File: src/rtl/stream_mux_pkg.sv
// stream_mux_pkg
//   Shared definitions for stream_mux_nt1 and its round-robin arbiter.
//   - MODE_FIXED / MODE_RR : encodings of the run-time selection mode input.
//   - onehot_to_idx        : converts a one-hot grant vector (up to 32 bits)
//                            into the index of its set bit.
package stream_mux_pkg;

  localparam logic MODE_FIXED = 1'b0;
  localparam logic MODE_RR    = 1'b1;

  // OR-ing the indices of all set bits gives the index of a one-hot vector
  // without a priority chain; an all-zero vector yields 0.
  function automatic int unsigned onehot_to_idx(input logic [31:0] oh);
    int unsigned idx;
    idx = 0;
    for (int unsigned i = 0; i < 32; i++) begin
      if (oh[i]) idx = idx | i;
    end
    return idx;
  endfunction

endpackage

File: src/rtl/rr_arbiter.sv
// rr_arbiter
//   Purely combinational round-robin arbiter. Grants the first requesting
//   channel found when searching ptr, ptr+1, ... modulo N.
//   Ports:
//     req [N]  : per-channel request
//     ptr [SW] : highest-priority channel index (expected < N)
//     gnt [N]  : one-hot grant, all-zero when nothing requests
module rr_arbiter #(
  parameter int N  = 4,
  localparam int SW = $clog2(N)
) (
  input  logic [N-1:0]  req,
  input  logic [SW-1:0] ptr,
  output logic [N-1:0]  gnt
);

  logic [2*N-1:0] req_dbl;
  logic [N-1:0]   req_rot;
  logic [N-1:0]   gnt_rot;
  logic [2*N-1:0] gnt_dbl;
  logic           found;

  // Rotate requests so that channel 'ptr' lands at bit 0; the search then
  // becomes a simple fixed-priority scan from bit 0 upward.
  assign req_dbl = {req, req} >> ptr;
  assign req_rot = req_dbl[N-1:0];

  always_comb begin
    gnt_rot = '0;
    found   = 1'b0;
    for (int k = 0; k < N; k++) begin
      if (!found && req_rot[k]) begin
        gnt_rot[k] = 1'b1;
        found      = 1'b1;
      end
    end
  end

  // Rotate the grant back: the upper half of the doubled, left-shifted
  // vector holds the grant in original channel order.
  assign gnt_dbl = {gnt_rot, gnt_rot} << ptr;
  assign gnt     = gnt_dbl[2*N-1:N];

endmodule

File: src/rtl/stream_mux_nt1.sv
// stream_mux_nt1
//   N-channel stream multiplexer with a single registered output stage and
//   valid/ready handshake. Mode 0 forwards the channel named by 'sel';
//   mode 1 arbitrates round-robin among valid channels.
//   Optional packet lock: define STREAM_MUX_PKT_LOCK_EN to add in_last/out_last
//   and hold round-robin arbitration on a channel until its last word.
//   Ports:
//     clk, rst_n          : clock (rising edge), async active-low reset
//     in_valid [N]        : per-channel valid
//     in_data  [N*W]      : channel i data at [i*W +: W]
//     in_last  [N]        : (STREAM_MUX_PKT_LOCK_EN) per-channel end of packet
//     in_ready [N]        : per-channel ready (combinational)
//     mode                : 0 = fixed select, 1 = round-robin
//     sel      [SW]       : channel index used in fixed mode
//     out_valid/out_data  : registered output word
//     out_chan [SW]       : channel that sourced out_data
//     out_last            : (STREAM_MUX_PKT_LOCK_EN) registered end of packet
//     out_ready           : downstream ready
module stream_mux_nt1
  import stream_mux_pkg::*;
#(
  parameter int N  = 4,
  parameter int W  = 8,
  localparam int SW = $clog2(N)
) (
  input  logic            clk,
  input  logic            rst_n,
  input  logic [N-1:0]    in_valid,
  input  logic [N*W-1:0]  in_data,
`ifdef STREAM_MUX_PKT_LOCK_EN
  input  logic [N-1:0]    in_last,
  output logic            out_last,
`endif
  output logic [N-1:0]    in_ready,
  input  logic            mode,
  input  logic [SW-1:0]   sel,
  output logic            out_valid,
  output logic [W-1:0]    out_data,
  output logic [SW-1:0]   out_chan,
  input  logic            out_ready
);

  localparam logic [N-1:0] ONE = {{(N-1){1'b0}}, 1'b1};

  logic [SW-1:0] rr_ptr;
  logic          load;
  logic          sel_ok;
  logic [N-1:0]  fix_cand;
  logic [N-1:0]  rr_req;
  logic [N-1:0]  rr_gnt;
  logic [N-1:0]  cand;
  logic [N-1:0]  xfer_vec;
  logic          xfer;
  logic [SW-1:0] xfer_idx;
  logic [SW-1:0] ptr_next;
  logic [W-1:0]  xfer_data;

  assign load = !out_valid || out_ready;

  // Fixed mode: the candidate is 'sel' regardless of its valid, so its ready
  // tracks load; an out-of-range index selects nothing.
  assign sel_ok   = int'(sel) < N;
  assign fix_cand = sel_ok ? (ONE << sel) : '0;

`ifdef STREAM_MUX_PKT_LOCK_EN
  logic          locked;
  logic [SW-1:0] lock_chan;
  logic          xfer_last;

  // While a packet is open only its channel may be granted, even if it
  // stalls and other channels are waiting.
  assign rr_req    = locked ? (in_valid & (ONE << lock_chan)) : in_valid;
  assign xfer_last = |(in_last & xfer_vec);
`else
  assign rr_req = in_valid;
`endif

  rr_arbiter #(.N(N)) u_arb (
    .req (rr_req),
    .ptr (rr_ptr),
    .gnt (rr_gnt)
  );

  assign cand     = (mode == MODE_RR) ? rr_gnt : fix_cand;
  // rst_n gates ready so no producer sees a handshake while reset is held.
  assign in_ready = cand & {N{load & rst_n}};
  assign xfer_vec = in_valid & in_ready;
  assign xfer     = |xfer_vec;
  assign xfer_idx = SW'(onehot_to_idx(32'(xfer_vec)));
  assign ptr_next = (xfer_idx == SW'(N - 1)) ? '0 : xfer_idx + SW'(1);

  always_comb begin
    xfer_data = '0;
    for (int i = 0; i < N; i++) begin
      if (xfer_vec[i]) xfer_data = xfer_data | in_data[i*W +: W];
    end
  end

  // Output stage: reload whenever empty or draining; data/chan only move on
  // a real transfer so an idle cycle keeps the last word visible.
  always_ff @(posedge clk or negedge rst_n) begin
    if (!rst_n) begin
      out_valid <= 1'b0;
      out_data  <= '0;
      out_chan  <= '0;
`ifdef STREAM_MUX_PKT_LOCK_EN
      out_last  <= 1'b0;
`endif
    end else if (load) begin
      out_valid <= xfer;
      if (xfer) begin
        out_data <= xfer_data;
        out_chan <= xfer_idx;
`ifdef STREAM_MUX_PKT_LOCK_EN
        out_last <= xfer_last;
`endif
      end
    end
  end

  // Round-robin pointer (and packet lock): only round-robin transfers move it.
  always_ff @(posedge clk or negedge rst_n) begin
    if (!rst_n) begin
      rr_ptr    <= '0;
`ifdef STREAM_MUX_PKT_LOCK_EN
      locked    <= 1'b0;
      lock_chan <= '0;
`endif
    end else if (xfer && (mode == MODE_RR)) begin
`ifdef STREAM_MUX_PKT_LOCK_EN
      if (xfer_last) begin
        rr_ptr <= ptr_next;
        locked <= 1'b0;
      end else begin
        locked    <= 1'b1;
        lock_chan <= xfer_idx;
      end
`else
      rr_ptr <= ptr_next;
`endif
    end
  end

endmodule

File: config.mk
export PLATFORM = sky130hd
export DESIGN_NAME = stream_mux_nt1
export DESIGN_NICKNAME = d
export VERILOG_FILES = /design/src/rtl/stream_mux_pkg.sv /design/src/rtl/rr_arbiter.sv /design/src/rtl/stream_mux_nt1.sv
export SDC_FILE = /design/constraint.sdc
export NUM_CORES = 1
export LEC_CHECK = 0
export ABC_AREA = 1
export CAP_MARGIN = 20
export CORE_AREA = 5 5 73 75
export CTS_CLUSTER_DIAMETER = 200
export DETAILED_ROUTE_END_ITERATION = 7
export DIE_AREA = 0 0 78 80
export GPL_TIMING_DRIVEN = 0
export REMOVE_ABC_BUFFERS = 1
export SYNTH_ARGS = -nofsm -noshare
export SYNTH_HDL_FRONTEND = slang
export SYNTH_SLANG_ARGS = --single-unit
File: constraint.sdc
create_clock -name clk -period 4 [get_ports clk]
set_clock_uncertainty 0.15 [all_clocks]
set_input_delay 0.6 -clock clk [delete_from_list [all_inputs] [get_ports clk]]
set_output_delay 0.6 -clock clk [all_outputs]
set_load 0.02 [all_outputs]
==> results of run 1 <==
-- repair_timing --
action | CTS | global route
resized for setup | 0 | 3
buffers inserted | 0 | 0
endpoints found under the setup margin | 0 | 2
-- through the flow --
step / hold WS (ps) / utilization, %
after global routing: 272.5 / 39.86
after CTS: 329.5 / 39.70
after global placement: 308.3 / 38.72
final: 203.8 / 39.86
after detailed placement: 314.2 / 38.72
after floorplan: 154.4 / -
-- cells in the final DEF, fill, tap and decap left out, drive strengths merged --
cell type      instances
dfrtp                 13
inv                   27
a21oi                  4
clkdlybuf4s50         53
clkbuf                 4
dlymetal6s2s           3
a21boi                 2
and2                   2
nand3                 45
o21ai                 21
nand2                 53
nor2                  13
-- how the worst max path moves through the flow --
stage	depth (start not counted)	to
CTS	9	in_ready[3]
floorplan	7	in_ready[1]
global route	9	in_ready[3]
global placement	9	in_ready[3]
finish	9	in_ready[1]
detailed placement	9	in_ready[3]
-- cell type report --
class | instances | area, µm²
clock buffer | 4 | 45.04
multi-input combinational | 140 | 720.7
sequential | 13 | 325.3
fill | 502 | 2765
inverter | 27 | 106.4
tap | 54 | 67.56
timing repair buffer | 56 | 568.0
-- where the power goes --
| part | internal (mW) | switching [mW] | leakage, nW |
|---|---|---|---|
| clock | 0.0702 | 0.0446 | 0.0228 |
| sequential | 0.196 | 0.0676 | 0.160 |
| combinational | 0.284 | 0.391 | 0.710 |
-- layer usage --
layer	vias up	wire length (µm)	GRT usage [%]
li1	708	-	-
met1	592	1605	14.68
met2	32	1728	20.03
met3	4	257	4.402
met4	0	21	2.027
met5	-	0	0
-- logic make-up (layout without fill, tap and decap cells) --
logic type,after synthesis,count (layout)
DFF,13,13
AOI/OAI and AO/OA,27,27
and+or+nand+nor,113,113
buffers and inverters,34,87
-- worst register-to-register path: cells and delay by family, from the launching register on --
family             cells  cell delay, ps
AOI/OAI and AO/OA      1             120
and+or+nand+nor       10            1520
DFF                    1             620
-- state kept, by name, indices dropped and copies added (netlist names) --
signal     count
out_chan       2
out_data       8
out_valid      1
rr_ptr         2
==> metrics.md, run 1 <==
| Metric | Value |
|---|---|
| Slew Viols, Final | `0` |
| Maximum clock path buffer count | `2` |
| Avg WL per Cell | `between 10 and 15 µm` |
| Cell area after layout | `1833 µm²` |
| Reg-to-reg endpoint | `out_valid` |
| Post-DP Area | `~1800 µm²` |
| Ports | `57` |
| Synth area leader | `dfrtp_1` |
| Largest delay contributor family on the critical path | `buffers and inverters` |
| Sequential share of the synthesized area | `between 20% and 30%` |
| Seq cells post-synth | `13` |
| ANT nets after route | `0` |
| CP max stage delay | `670 ps` |
| Slowest-stage cell, CP | `clkdlybuf4s50_1` |
| Setup WS post-layout | `approximately 400 ps` |
| Post-synth EDFFs | `0` |
| Hold buffers post-CTS | `0` |
| Die Span Y | `80 µm` |
| Distinct cells, synth | `20` |
| Drt pass-1 iters | `4` |
| Ys Warns | `0` |
| Largest net degree at the start of global routing | `15` |
| Compound-Gate Fraction of Synth Area | `14.09%` |
| Die Span X | `78 µm` |
| Main combinational cell family by area after synthesis | `simple AND/OR/NAND/NOR gates` |
| Clk pin slew, worst setup/hold paths | `50 ps` |
| Syn Area/Cell | `6.457 µm²` |
| Vias in the first global route | `between 1000 and 1500` |
| Post-route DRC | `0` |
| Worst EP arrival | `~2900 ps` |
| Fin. Hold Viols | `0` |
| Post-synth top cells | `nand2_1 (46), nand3_1 (36), inv_1 (23)` |
| WS Path Type | `in2out` |
| Clk_lat worst skew | `240 ps` |
| Clock root cell | `clkbuf_8` |
| Worst hold path type | `in2async` |
| Worst Tran Pin Value | `609.5 ps` |
| H-tree depth | `1` |
| Fin crit share | `90.11%` |
| Status | `complete, no violations` |
| Top_reg_cell synth | `dfrtp_1` |
| CP bufs+invs | `2` |
| Core ar. | `4598 µm²` |
| Setup-failing EPs final | `0` |
| Max Cap Violations | `0` |
| Nets | `approximately 280` |
| CTS tree | `built` |
| First-pass GRT wire length | `~5900 µm` |
| DPL Wire Length | `between 2000 and 3000 µm` |
| Post-layout min period | `roughly 3600 ps` |
| Simple-gate portion of the synthesized area | `a little under half` |
| Synthesized cell area | `1207 µm²` |
| IO Port Bufs | `between 50 and 60` |
| Initial antenna violation count | `0` |
| Worst Path Max Fanout | `9` |
| Top cells by area, synth | `dfrtp_1 (27%), nand3_1 (15%), nand2_1 (14%), nand3_2 (7.5%), inv_1 (7.2%)` |
| Drt total wl | `approximately 3600 µm` |
| Congestion Overflow GR | `0` |
| N_diodes | `0` |
| VDD IR max | `around 0.24 mV` |
| Die ar. | `between 6000 and 7000 µm²` |
| Initial core utilization | `26.26%` |
| CP Launch Point | `in_valid[0]` |
| Finished Layout Cells | `about 300` |
| Row count | `25` |
| R2R setup slack | `between 1000 and 1500 ps` |
| Via density | `approximately 4.5` |
| First DRT Iteration DRCs | `102` |
| CTS sink cnt | `13` |
| Worst endpoint required time | `3250 ps` |
| Share of cells above drive strength 1 | `around an eighth` |
| Max Freq | `around 280 MHz` |
| Async set-reset flop share out of synthesis | `100.0%` |
| Mux cell area share after synthesis | `0%` |
| Slew headroom | `59.30%` |
| Worst slack, placed | `roughly 45 ps` |
| CTS Buf Count | `3` |
| Via count | `between 1000 and 1500` |
| Crit. End Element | `output pin` |
| Adder and majority gate portion of the synthesized area | `0%` |
| R2R depth | `11` |
| CP Cell Sequence | `clkdlybuf4s50_1 -> nand2_1 -> nand3_2 -> nand2_1 -> nand2_2 -> o21ai_2 -> nand3_2 -> a21boi_4 -> clkdlybuf4s50_1` |
| Placed insts | `290` |
| RSZ-0062 raised after global routing | `false` |
| GRT Resource Usage Total | `approximately an eighth` |
| Startpoint of the worst register-to-register path | `rr_ptr[0]` |
| Placer Congestion | `0.7827` |
| Post-Synth XOR/XNOR Area | `0%` |
| Startpoint types | `input pin` |
| Top cell type's share of synthesized area | `between 20% and 30%` |
| Total Power | `between 1 and 1.5 mW` |
| Most numerous cell in the Yosys netlist | `nand2_1` |
| Synth-to-Final Area Change | `51.81%` |
| Setup TNS | `0 ps` |
| Leakage Power | `about 0.89 nW` |
| Cells after Synth | `~190` |
| PwrDens | `about 570 nW/µm²` |
No activity file was read; power rests on OpenSTA's default activity.
==> run 2: changes to the inputs <==
==> constraint.sdc (replaced) <==
create_clock -name clk -period 4 [get_ports clk]
set_clock_uncertainty 0.15 [all_clocks]
set_input_delay 0.8 -clock clk [delete_from_list [all_inputs] [get_ports clk]]
set_output_delay 0.8 -clock clk [all_outputs]
set_load 0.02 [all_outputs]
==> metrics.md, run 2 (synthesis gave the netlist of run 1 again) <==
| Metric | Value |
|---|---|
| Status | `complete, no violations` |
| Die Span X | `roughly 80 µm` |
| Clk pin slew, worst setup/hold paths | `roughly 50 ps` |
| RSZ-0062 raised after global routing | `false` |
| Slowest-stage cell, CP | `clkdlybuf4s50_1` |
| Max reg flops | `8` |
| Synth-to-Final Area Change | `50.57%` |
| VDD IR max | `0.2361 mV` |
| Placed insts | `a little under 300` |
| CTS sink cnt | `13` |
| Die ar. | `6240 µm²` |
| Die Span Y | `~80 µm` |
| Congestion Overflow GR | `0` |
| Via count | `1334` |
| Slew headroom | `around two thirds` |
| IO Port Bufs | `56` |
| CP max stage delay | `about 590 ps` |
| Nets | `283` |
| Placer Congestion | `~0.78` |
| DPL Wire Length | `between 2000 and 3000 µm` |
| Drt total wl | `between 3000 and 4000 µm` |
| CTS Buf Count | `3` |
| Leakage Power | `just under 0.9 nW` |
| Fin crit share | `94.62%` |
| CTS tree | `built` |
| Startpoint of the worst register-to-register path | `rr_ptr[0]` |
| ANT nets after route | `0` |
| Initial antenna violation count | `0` |
| Setup-failing EPs final | `0` |
| Max Cap Violations | `0` |
| First DRT Iteration DRCs | `roughly 110` |
| Initial core utilization | `26.26%` |
| Post-route DRC | `0` |
| N_diodes | `0` |
| Clk_lat worst skew | `240 ps` |
| WS Path Type | `in2out` |
| Crit path capture | `in_ready[2]` |
| Max Freq | `approximately 260 MHz` |
| Worst Tran Pin Value | `between 400 and 500 ps` |
| Avg WL per Cell | `12.27 µm` |
| Post-DP Area | `1780 µm²` |
| Share of cells above drive strength 1 | `about 13%` |
| Row count | `25` |
| Cell area after layout | `about 1800 µm²` |
| Reg-to-reg endpoint | `out_valid` |
| Drt pass-1 iters | `4` |
| Slew Viols, Final | `0` |
| Worst hold path type | `in2async` |
| Top reg by flops | `out_data` |
| R2R setup slack | `1460 ps` |
| Most common cell after layout, fill and taps aside | `clkdlybuf4s50_1` |
| CP Cell Sequence | `clkdlybuf4s50_1 -> nand2_1 -> nand3_2 -> nand2_1 -> nand2_2 -> o21ai_2 -> nand3_1 -> nand3_1 -> and2_1 -> clkdlybuf4s50_1` |
| CP Launch Point | `in_valid[0]` |
| GRT Resource Usage Total | `a little under an eighth` |
| Largest delay contributor family on the critical path | `buffers and inverters` |
| First-pass GRT wire length | `approximately 5900 µm` |
| Core ar. | `4598 µm²` |
| Finished Layout Cells | `around 300` |
| Worst endpoint required time | `between 3000 and 4000 ps` |
| Biggest regs | `out_data x8, out_chan x2, rr_ptr x2` |
| Post-layout min period | `approximately 3800 ps` |
| Worst EP arrival | `2830 ps` |
| Startpoint types | `input pin` |
| PwrDens | `577.5 nW/µm²` |
| R2R depth | `11` |
| Crit. End Element | `output pin` |
| CP bufs+invs | `2` |
| Fin. Hold Viols | `0` |
| Setup TNS | `0 ps` |
| Maximum clock path buffer count | `2` |
| H-tree depth | `1` |
| Vias in the first global route | `1229` |
| Crit path depth | `10` |
| Fillers | `around 510` |
| Commonest non-fill, non-tap cells in the layout | `clkdlybuf4s50_1 (51), nand2_1 (46), nand3_1 (36)` |
| Clock root cell | `clkbuf_8` |
| Via density | `around 4.5` |
| Largest net degree at the start of global routing | `15` |
| Worst Path Max Fanout | `3` |
| Ports | `57` |
## run 2: layout make-up
type	count	area (µm²)	area share (%)
sequential	13	325.3	17.89
multi-input combinational	140	720.7	39.64
timing repair buffer	56	553.0	30.42
inverter	27	106.4	5.850
clock buffer	4	45.04	2.478
tap	54	67.56	3.716
## run 2: worst min-delay path by stage
stage | start | end | slack (ps) | cells after the start
6_report | rst_n | out_data[5] | 300 | 1
5_1_grt | rst_n | out_chan[1] | 330 | 1
4_1_cts | out_chan[0] | out_chan[0] | 330 | 2
3_5_place_dp | out_data[5] | out_data[5] | 310 | 2
3_3_place_gp | out_chan[0] | out_chan[0] | 310 | 2
2_1_floorplan | rst_n | out_chan[0] | 350 | 0
## run 2: routing by layer
layer / routed length (µm) / share of wire, % / vias up / global-route usage [%]
met5: 0 / 0 / - / 0
li1: - / - / 708 / -
met4: 21 / 0.58 / 0 / 2.027
met1: 1593 / 44 / 590 / 14.68
met3: 256 / 7.1 / 4 / 4.402
met2: 1736 / 48 / 32 / 20.03
## run 2: power by group
group / switching, mW / leakage, nW / internal [mW]
combinational: 0.391 / 0.703 / 0.280
clock: 0.0445 / 0.0228 / 0.0702
sequential: 0.0679 / 0.160 / 0.196
total: 0.503 / 0.886 / 0.546
## run 2: metrics by stage
stage / worst slack, ps / hold WS [ps] / power (mW) / util [%]
finish: 215.2 / 300.1 / 1.050 / 39.54
global route: 38.35 / 329.4 / 1.155 / 39.54
CTS: 0.2707 / 329.5 / 1.065 / 39.70
detailed placement: -355.1 / 314.2 / 0.9462 / 38.72
global placement: -322.3 / 308.3 / 0.9412 / 38.72
floorplan: 1315 / 354.4 / 0.6867 / -
## run 2: repair_timing
action	CTS	global route
buffers inserted	0	0
hold buffers	0	0
gates cloned	0	0
pin swaps	1	1
gates resized for setup	8	3
setup endpoints to repair	4	1
==> run 3: changes to the inputs <==
- ABC_CLOCK_PERIOD_IN_PS: unset -> 4000
- CORE_AREA: 5 5 73 75 -> 5 5 70 79
- DIE_AREA: 0 0 78 80 -> 0 0 75 84
==> metrics.md, run 3 (synthesis gave the netlist of run 1 again) <==
| Metric | Value |
|---|---|
| Setup-failing EPs final | `0` |
| Startpoint types | `input pin` |
| Max Cap Violations | `0` |
| Setup TNS | `0 ps` |
| Post-route DRC | `0` |
| Fin. Hold Viols | `0` |
| Crit. End Element | `output pin` |
| Fillers | `between 500 and 600` |
| R2R depth | `12` |
| Leakage Power | `0.8865 nW` |
| Die Span Y | `around 84 µm` |
| CP Cell Sequence | `clkdlybuf4s50_1 -> nand2_1 -> nand3_2 -> nand2_1 -> nand2_2 -> o21ai_2 -> nand3_1 -> nand3_1 -> and2_1 -> clkdlybuf4s50_1` |
| Drt pass-1 iters | `4` |
| Clk_lat worst skew | `240 ps` |
| Share of cells above drive strength 1 | `12.92%` |
| N_diodes | `0` |
| Vias in the first global route | `approximately 1300` |
| RSZ-0062 raised after global routing | `false` |
| Ports | `57` |
| Synth-to-Final Area Change | `50.98%` |
| IO Port Bufs | `between 50 and 60` |
| Maximum clock path buffer count | `2` |
| Slowest-stage cell, CP | `clkdlybuf4s50_1` |
| Fin crit share | `roughly 95%` |
| H-tree depth | `1` |
| Placed insts | `between 200 and 300` |
| Via density | `4.463` |
| Finished Layout Cells | `298` |
| Slew headroom | `between 60 and 70%` |
| Post-layout min period | `around 3800 ps` |
| Via count | `around 1300` |
| Worst Tran Pin Value | `472.9 ps` |
| Die Span X | `between 70 and 80 µm` |
| CTS sink cnt | `13` |
| PwrDens | `approximately 580 nW/µm²` |
| Worst hold path type | `in2async` |
| Clock root cell | `clkbuf_8` |
| Placer Congestion | `~0.83` |
| GRT Resource Usage Total | `12.15%` |
| R2R setup slack | `1500 ps` |
| Core ar. | `between 4000 and 5000 µm²` |
| Biggest regs | `out_data x8, out_chan x2, rr_ptr x2` |
| Largest net degree at the start of global routing | `15` |
| Die ar. | `roughly 6300 µm²` |
| CP bufs+invs | `2` |
| DPL Wire Length | `2762 µm` |
| Congestion Overflow GR | `0` |
| Initial core utilization | `about a quarter` |
| Post-CTS setup buffer count | `0` |
| Avg WL per Cell | `around 12 µm` |
| Largest delay contributor family on the critical path | `buffers and inverters` |
| Worst EP arrival | `2840 ps` |
| Reg-to-reg endpoint | `out_chan[1]` |
| Crit path depth | `10` |
| Row count | `27` |
| Clk pin slew, worst setup/hold paths | `approximately 60 ps` |
| CTS Buf Count | `3` |
| CTS tree | `built` |
| Cell area after layout | `~1800 µm²` |
| Top reg by flops | `out_data` |
| Max Freq | `around 260 MHz` |
| Commonest non-fill, non-tap cells in the layout | `clkdlybuf4s50_1 (51), nand2_1 (46), nand3_1 (36)` |
| VDD IR max | `0.2112 mV` |
| Nets | `approximately 280` |
| Worst slack, placed | `-331.8 ps` |
| Drt total wl | `3553 µm` |
| WS Path Type | `in2out` |
| Initial antenna violation count | `0` |
| Status | `complete, no violations` |
| ANT nets after route | `0` |
| CP max stage delay | `just under 600 ps` |
| First-pass GRT wire length | `5961 µm` |
| Setup WS post-layout | `approximately 210 ps` |
| Worst Path Max Fanout | `3` |
| Worst endpoint required time | `between 3000 and 4000 ps` |
| Startpoint of the worst register-to-register path | `rr_ptr[0]` |
| Slew Viols, Final | `0` |
| Max reg flops | `8` |
| First DRT Iteration DRCs | `between 90 and 100` |
| Post-DP Area | `1785 µm²` |
| Hold buffers post-CTS | `0` |
| Most common cell after layout, fill and taps aside | `clkdlybuf4s50_1` |
[run 3: cell counts in the layout (fill, tap and decap cells not counted)]
Identical to the previous run, type by type.
[run 3: final cells by class]
cell class	instances	area (µm²)	share of cell area [%]
multi-input combinational	140	720.7	39.53
timing repair buffer	56	553.0	30.34
sequential	13	325.3	17.84
inverter	27	106.4	5.834
tap	58	72.57	3.981
clock buffer	4	45.04	2.471
[run 3: through the flow]
step | power [mW] | utilization, % | hold slack (ps)
after detailed placement | 0.9448 | 37.48 | 314.4
after global routing | 1.162 | 38.27 | 325.4
after floorplan | 0.6867 | - | 354.4
after global placement | 0.9430 | 37.48 | 312.7
final | 1.051 | 38.27 | 301.4
after CTS | 1.066 | 38.40 | 329.8
[run 3: how the worst max path moves through the flow]
| stage | slack (ps) | from | end |
|---|---|---|---|
| 5_1_grt | 80 | in_valid[0] | in_ready[2] |
| 3_3_place_gp | -310 | in_valid[1] | in_ready[1] |
| 6_report | 210 | in_valid[0] | in_ready[2] |
| 4_1_cts | 20 | rst_n | in_ready[3] |
| 2_1_floorplan | 1310 | in_valid[3] | in_ready[1] |
| 3_5_place_dp | -330 | in_valid[1] | in_ready[1] |
[run 3: power breakdown]
group	switching, mW	internal, mW
Clock	0.0474	0.0704
Combinational	0.394	0.280
Sequential	0.0635	0.196
Total	0.505	0.546
[run 3: per-layer routing]
metal	global-route usage, %	routed length, µm
met5	0	0
met4	5.016	84
met3	3.494	257
met2	19.89	1694
met1	14.44	1517
[run 3: repair_timing]
| action | 4_1_cts | 5_1_grt |
|---|---|---|
| endpoints found under the setup margin | 4 | 1 |
| pin swaps | 1 | 0 |
| cloned | 0 | 0 |
| gates resized for setup | 7 | 4 |
